[src/rtl/byte_msg_assembler.sv]
// byte_msg_assembler: frames a valid-qualified byte stream into 3-byte messages.
// A message opens on a byte with bit[3] set, collects two more bytes and is
// published on out_bytes with a one-cycle done pulse. A partial message left
// idle for TIMEOUT consecutive cycles is abandoned and counted as a drop.
module byte_msg_assembler #(
  parameter int unsigned TIMEOUT = 16
) (
  input  logic        clk,
  input  logic        reset,
  input  logic        in_valid,
  input  logic [7:0]  in_byte,
  output logic [23:0] out_bytes,
  output logic        done,
  output logic        drop,
  output logic [7:0]  drop_count
);

  // A zero TIMEOUT would give a zero-width counter, so keep at least one bit.
  localparam int unsigned CW        = (TIMEOUT > 0) ? $clog2(TIMEOUT + 1) : 1;
  localparam int unsigned IDLE_LAST = (TIMEOUT > 0) ? TIMEOUT - 1 : 0;

  typedef enum logic [1:0] {
    SEARCH,
    B1,
    B2,
    DONE
  } state_t;

  state_t        state, state_next;
  logic [7:0]    byte1, byte1_next;
  logic [7:0]    byte2, byte2_next;
  logic [CW-1:0] idle_cnt, idle_next;
  logic [23:0]   out_next;
  logic          done_next;
  logic          drop_next;
  logic [7:0]    drop_count_next;
  logic          idle_expired;

  // An idle cycle inside a partial message that completes the tolerated gap.
  assign idle_expired = (TIMEOUT != 0) && !in_valid && (idle_cnt == CW'(IDLE_LAST));

  // Registers every piece of state and every output so nothing combinational
  // reaches the ports.
  always_ff @(posedge clk) begin
    if (reset) begin
      state      <= SEARCH;
      byte1      <= 8'd0;
      byte2      <= 8'd0;
      idle_cnt   <= '0;
      out_bytes  <= 24'd0;
      done       <= 1'b0;
      drop       <= 1'b0;
      drop_count <= 8'd0;
    end else begin
      state      <= state_next;
      byte1      <= byte1_next;
      byte2      <= byte2_next;
      idle_cnt   <= idle_next;
      out_bytes  <= out_next;
      done       <= done_next;
      drop       <= drop_next;
      drop_count <= drop_count_next;
    end
  end

  // Framing decisions; only accepted bytes move the message forward, and idle
  // cycles in B1/B2 run the abort timer.
  always_comb begin
    state_next      = state;
    byte1_next      = byte1;
    byte2_next      = byte2;
    idle_next       = idle_cnt;
    out_next        = out_bytes;
    done_next       = 1'b0;
    drop_next       = 1'b0;
    drop_count_next = drop_count;

    case (state)
      SEARCH: begin
        if (in_valid && in_byte[3]) begin
          state_next = B1;
          byte1_next = in_byte;
          idle_next  = '0;
        end
      end

      B1, B2: begin
        if (in_valid) begin
          idle_next = '0;
          if (state == B1) begin
            state_next = B2;
            byte2_next = in_byte;
          end else begin
            state_next = DONE;
            out_next   = {byte1, byte2, in_byte};
            done_next  = 1'b1;
          end
        end else if (idle_expired) begin
          state_next = SEARCH;
          idle_next  = '0;
          drop_next  = 1'b1;
          if (drop_count != 8'hFF) begin
            drop_count_next = drop_count + 8'd1;
          end
        end else if (TIMEOUT != 0) begin
          idle_next = idle_cnt + 1'b1;
        end
      end

      DONE: begin
        if (in_valid && in_byte[3]) begin
          state_next = B1;
          byte1_next = in_byte;
          idle_next  = '0;
        end else begin
          state_next = SEARCH;
        end
      end

      default: begin
        state_next = SEARCH;
      end
    endcase
  end

endmodule

[config.mk]
export PLATFORM = sky130hd
export DESIGN_NAME = byte_msg_assembler
export DESIGN_NICKNAME = d
export VERILOG_FILES = /design/src/rtl/byte_msg_assembler.sv
export SDC_FILE = /design/constraint.sdc
export NUM_CORES = 1
export LEC_CHECK = 0
export CORE_MARGIN = 3
export CORE_UTILIZATION = 51
export CTS_CLUSTER_SIZE = 20
export DETAILED_ROUTE_END_ITERATION = 10
export GPL_TIMING_DRIVEN = 0
export PLACE_DENSITY = 0.79
export SYNTH_ARGS = -nofsm -noshare
export SYNTH_HDL_FRONTEND = slang
export SYNTH_SLANG_ARGS = --single-unit
[constraint.sdc]
create_clock -name clk -period 2.65 [get_ports clk]
set_input_delay 0.6625 -clock clk [delete_from_list [all_inputs] [get_ports clk]]
set_output_delay 0.6625 -clock clk [all_outputs]
set_load 0.05 [all_outputs]
### Word level (Yosys, flattened, before mapping)

Index checks and enable logic that the tools add are counted.

| word-level totals | value |
|---|---|
| register bits | 57 |
| logic and storage cells | 46 |

| cells by class | value |
|---|---|
| add/sub/neg operators | 2 |
| eq/ne operators | 8 |
| mux-type cells | 12 |
| bitwise operators | 3 |
| reduce and logical (&&, ||, !) cells | 13 |

Operators with widths:

| cell | count |
|---|---|
| $mux 5 | 3 |
| $pmux 5 s2 | 1 |
| $add 8x1->8 const B | 1 |
| $ne 8x8->1 const B | 1 |
| $mux 2 | 3 |
| $pmux 2 s3 | 1 |
| $reduce_and 3->1 | 2 |
| $reduce_or 3->1 | 2 |
| $add 5x1->5 const B | 1 |
| $eq 5x4->1 const B | 1 |
| $eq 2x2->1 const B | 2 |
| $mux 1 | 4 |
| $reduce_and 2->1 | 2 |
| $reduce_and 4->1 | 1 |
| $reduce_or 2->1 | 2 |
| $ne 3x3->1 const B | 1 |
| $not 1->1 | 3 |
| $eq 2x1->1 const B | 1 |
| $logic_and 1x1->1 | 2 |
| $logic_not 2->1 | 1 |
| $ne 2x1->1 const B | 1 |
| $ne 2x2->1 const B | 1 |
| $logic_not 1->1 | 1 |

### Longest topological paths before layout

| logic depth | value |
|---|---|
| depth in word-level cells | 5 |
| depth in mapped cells | 9 |
| gate-level depth less buffers | 6 |

### Worst setup path before layout

Ideal clock, no wire load.

| timing path | value |
|---|---|
| path kind | register to register |
| start | reg drop_count[0] |
| end | reg drop_count[6] |
| library setup time | 0.086 ns |
| arrival time | 1.825 ns |
| path slack | 0.739 ns |
| stages on the path, launching flop included | 6 |
| path through | dfxtp_1 -> ha_1 -> and4_1 -> nor4b_1 -> nor2_1 -> a211oi_1 |

| between the ends | value |
|---|---|
| cells in the longest elaborated chain, start to end | 2 |
| elaborated cells between the ends (all ways) | 3 |

Ends and longest elaborated chain:

| what | line | RTL |
|---|---|---|
| from (decl) | 15 | `output logic [7:0] drop_count` |
| from (signal assigned) | 62 | `drop_count <= drop_count_next;` |
| branches (longest 2 deep; another with $add 8x1->8) | -- |  |

Parallel ways; which one is timed is not known.
A chain may end at the register's enable or synchronous reset.

### Worst setup path in the final report

| timing path | value |
|---|---|
| start | reg drop_count[2] |
| end | out drop_count[2] |

No word-level cell between the ends.

==> impl_metrics.csv <==
group,metric,value,unit
run_status,outcome,"complete, no violations",
layout,nFillCells,385,
routing,wl_per_cell,13.2,µm
floorplan,initial_utilization,0.548,
sta,rsz0062_at_grt,"false",
global_route,grt.overflow.total,0,
power_and_ir_drop,p_clk_frac,0.338,
power_and_ir_drop,pwr-share-comb,0.198,
worst_hold_path,hold_path_depth,2,
setup_path,r2r_slack,0.57,ns
clock_network,cts.sinks,57,
setup_path,critPathTopFamily,"buffers and inverters",
power_and_ir_drop,seqPwrFrac,0.464,
routing,drtAntennaViolNets,0,
sta,clock_skew,0.00381,ns
layout,multi_input_area,1050,µm²
layout,diodes,0,
clock_network,cts_tree,"done",
clock_network,root_buffer,"clkbuf_8",
global_route,antenna_found_initial,0,
synth,ys_types,37,
place,place_ws,0.407,ns
routing,vias,2037,
setup_path,reg2reg_depth,8,
layout,final_nets,346,
setup_path,r2r_end,"out_bytes[8]$_SDFFE_PP0P_",
clock_network,htreeDepth,3,
synth,synth_area_per_cell,8.31,µm²
routing,drt_first_pass_iters,4,
layout,syn_to_final_growth,28.7,%
floorplan,core_area,4170,µm²
synth,netlist_area,2280,µm²
worst_hold_path,hold_path.class,"flop to flop",
sta,period_needed,2.26,ns
worst_hold_path,min_from,"out_bytes[22]$_SDFFE_PP0P_",
layout,finalInstanceArea,2940,µm²
synth,synth_warnings,0,
power_and_ir_drop,powerDensity,687,nW/µm²
routing,viasPerCell,5.30,
synth,async_flop_share,0,
layout,drive_gt1_frac,0.0838,
setup_path,crit_type,"flop to primary output",
sta,fin_crit_sh,0.852,
setup_path,critPathCaptureType,"primary output",
setup_path,critPathBufInv,1,
worst_hold_path,hold_path_end,"out_bytes[22]$_SDFFE_PP0P_",
global_route,grt_util_all_layers,0.208,
clock_network,clk_latency,0.34,ns
routing,drtIter0Drc,127,
global_route,grt_pass1_wl,8.34,mm
clock_network,holdBufCountCts,0,
place,place_congestion,0.811,
floorplan,fp.dieH,72.9,µm
synth,synthCells,275,
sta,hold_violations,0,
clock_network,cts_buffer_depth,2,
synth,synth_edf_count,0,
clock_network,postCtsSetupBuffers,0,
floorplan,dieArea,5320,µm²
sta,fin_ws,0.393,ns
synth,synth_seq_cells,57,
sta,setup_viol,0,
place,placed_area,2780,µm²
sta,setup_tns,0,ns
clock_network,clk_pin_slew,0.07,ns
synth,seq_area_frac_synth,0.499,
setup_path,start_kind,"flop",
global_route,grt_pass1_vias,1839,
floorplan,num_io_pins,45,
sta,max_freq,443,MHz
routing,drc,0,
place,dp_cells,368,
layout,ff_latch_area,1140,µm²
layout,fin_cells,384,
power_and_ir_drop,p_sw,0.652,mW
setup_path,crit_slowest_cell,"clkdlybuf4s50_1",
place,place_hpwl,3.53,mm
setup_path,arrival,1.59,ns
floorplan,rows,23,
global_route,grt_max_degree,11,
power_and_ir_drop,peakVddDrop,0.000402,V
setup_path,path_cells,"clkdlybuf4s50_1",
power_and_ir_drop,p_leak,1.04,nW
synth,synth_top_flop_cell,"dfxtp_1",
run,maxCapViolCount,0,
synth,synthesis.nets,292,
power_and_ir_drop,power_switching_share,0.323,
setup_path,max_stage_delay,0.84,ns
setup_path,required,1.99,ns
clock_network,cts_resized,0,
sta,timing.slew.headroom,0.636,
routing,wl,5.06,mm
sta,worst_slew_pin_slew,0.544,ns
place,io_buffers,43,
power_and_ir_drop,internal_power,1.37,mW
setup_path,crit_fanout,7,
power_and_ir_drop,finalPower,2.02,mW
floorplan,die-width,72.9,µm
sta,finalMaxSlewViolations,0,
setup_path,rr_startpoint,"state[1]$_SDFFE_PP0P_",
clock_network,cts_buffers,9,
[synth_stat cells (2+ instances only)]
library cell	instances	area [µm²]
a31oi_1	2	12.5
dfxtp_1	57	1140
o21a_1	2	15.0
a21oi_1	46	230
nor3_1	3	15.0
clkbuf_1	9	33.8
xnor2_1	2	17.5
ha_1	6	75.1
nor2_1	15	56.3
inv_1	6	22.5
nor2b_1	2	12.5
or2_2	2	12.5
nand2_1	76	285
nor4_1	2	12.5
o21ai_0	3	15.0
mux2i_1	2	20.0
a211oi_1	3	22.5
buf_2	3	15.0
buf_1	2	7.51
nand3_1	15	75.1
[worst reg2reg max path: stages, from the launching register on]
cell	delay (ns)
dfxtp_1	0.37
inv_1	0.10
ha_1	0.27
buf_2	0.19
nand2_1	0.11
nor2_1	0.35
clkbuf_1	0.39
nand2_1	0.10
a21oi_1	0.14
[routing by layer]
| metal | vias up | wire length [µm] | share of wire | global-route usage |
|---|---|---|---|---|
| met5 | - | 0 | 0 | 0 |
| met4 | 0 | 91 | 0.018 | 0.160 |
| met3 | 12 | 338 | 0.067 | 0.0579 |
| met2 | 62 | 2300 | 0.45 | 0.299 |
| met1 | 926 | 2330 | 0.46 | 0.263 |
| li1 | 1037 | - | - | - |
[cell families after synthesis]
| logic type | count (synthesis) | share of synthesized area |
|---|---|---|
| AO/OA/AOI/OAI | 62 | 0.157 |
| XOR/XNOR | 2 | 0.00767 |
| adder cells (fa/ha/maj) | 6 | 0.0329 |
| buffers and inverters | 21 | 0.0394 |
| flip-flops | 57 | 0.499 |
| multiplexers | 3 | 0.0153 |
| AND/OR/NAND/NOR | 124 | 0.248 |
[metrics by stage]
stage                     hold WS [ns]   util
final                            0.453  0.705
after global routing             0.468  0.705
after CTS                        0.453  0.705
after detailed placement         0.447  0.666
after global placement           0.442  0.666
after floorplan                  0.432      -
[placed cells by master, fill, tap and decap left out, types with 2 or more instances in the layout]
cell             instances
nor3_1                   3
or2_2                    2
nand2_1                 76
ha_1                     6
clkinvlp_4               2
clkdlybuf4s50_1         43
a21oi_1                 46
o21a_1                   2
buf_1                    2
buf_2                    3
nand3_1                 15
nor4_1                   2
o21ai_0                  3
clkinv_2                 4
clkbuf_1                10
a211oi_1                 3
inv_1                    6
dfxtp_1                 57
nor2_1                  15
xnor2_1                  2
clkbuf_8                 9
mux2i_1                  2
a31oi_1                  2
nor2b_1                  2
[worst max-delay path by stage]
stage	endpoint	cells past startpoint	startpoint
after detailed placement	byte2[6]$_SDFFE_PP0P_	4	reset
after floorplan	drop_count[6]$_SDFFE_PP0P_	5	drop_count[0]$_SDFFE_PP0P_
final	drop_count[2]	1	drop_count[2]$_SDFFE_PP0P_
after global routing	drop_count[2]	1	drop_count[2]$_SDFFE_PP0P_
after CTS	drop_count[2]	1	drop_count[2]$_SDFFE_PP0P_
after global placement	out_bytes[5]$_SDFFE_PP0P_	4	reset
[sequential cells by signal (all words and copies together) (netlist names)]
register	flops
byte2	8
done	1
idle_cnt	5
out_bytes	24
drop_count	8
state	2
drop	1
byte1	8
[power groups by stage]
stage / Sequential [mW] / Combinational (mW) / Clock [mW]
2_1_floorplan: 1.02 / 0.210 / 0
3_3_place_gp: 0.955 / 0.391 / 0
3_5_place_dp: 0.956 / 0.396 / 0
4_1_cts: 0.937 / 0.399 / 0.702
5_1_grt: 0.942 / 0.439 / 0.737
6_report: 0.938 / 0.401 / 0.683
[layout make-up]
cell class | instances | area share
flip-flops and latches | 57 | 0.388
multi-input cells | 197 | 0.358
repair buffers | 43 | 0.146
clock buffers | 10 | 0.0434
plain buffers | 15 | 0.0230
well taps | 50 | 0.0213
clock inverters | 6 | 0.0119
inverters | 6 | 0.00766
No activity file was read; power rests on OpenSTA's default activity.
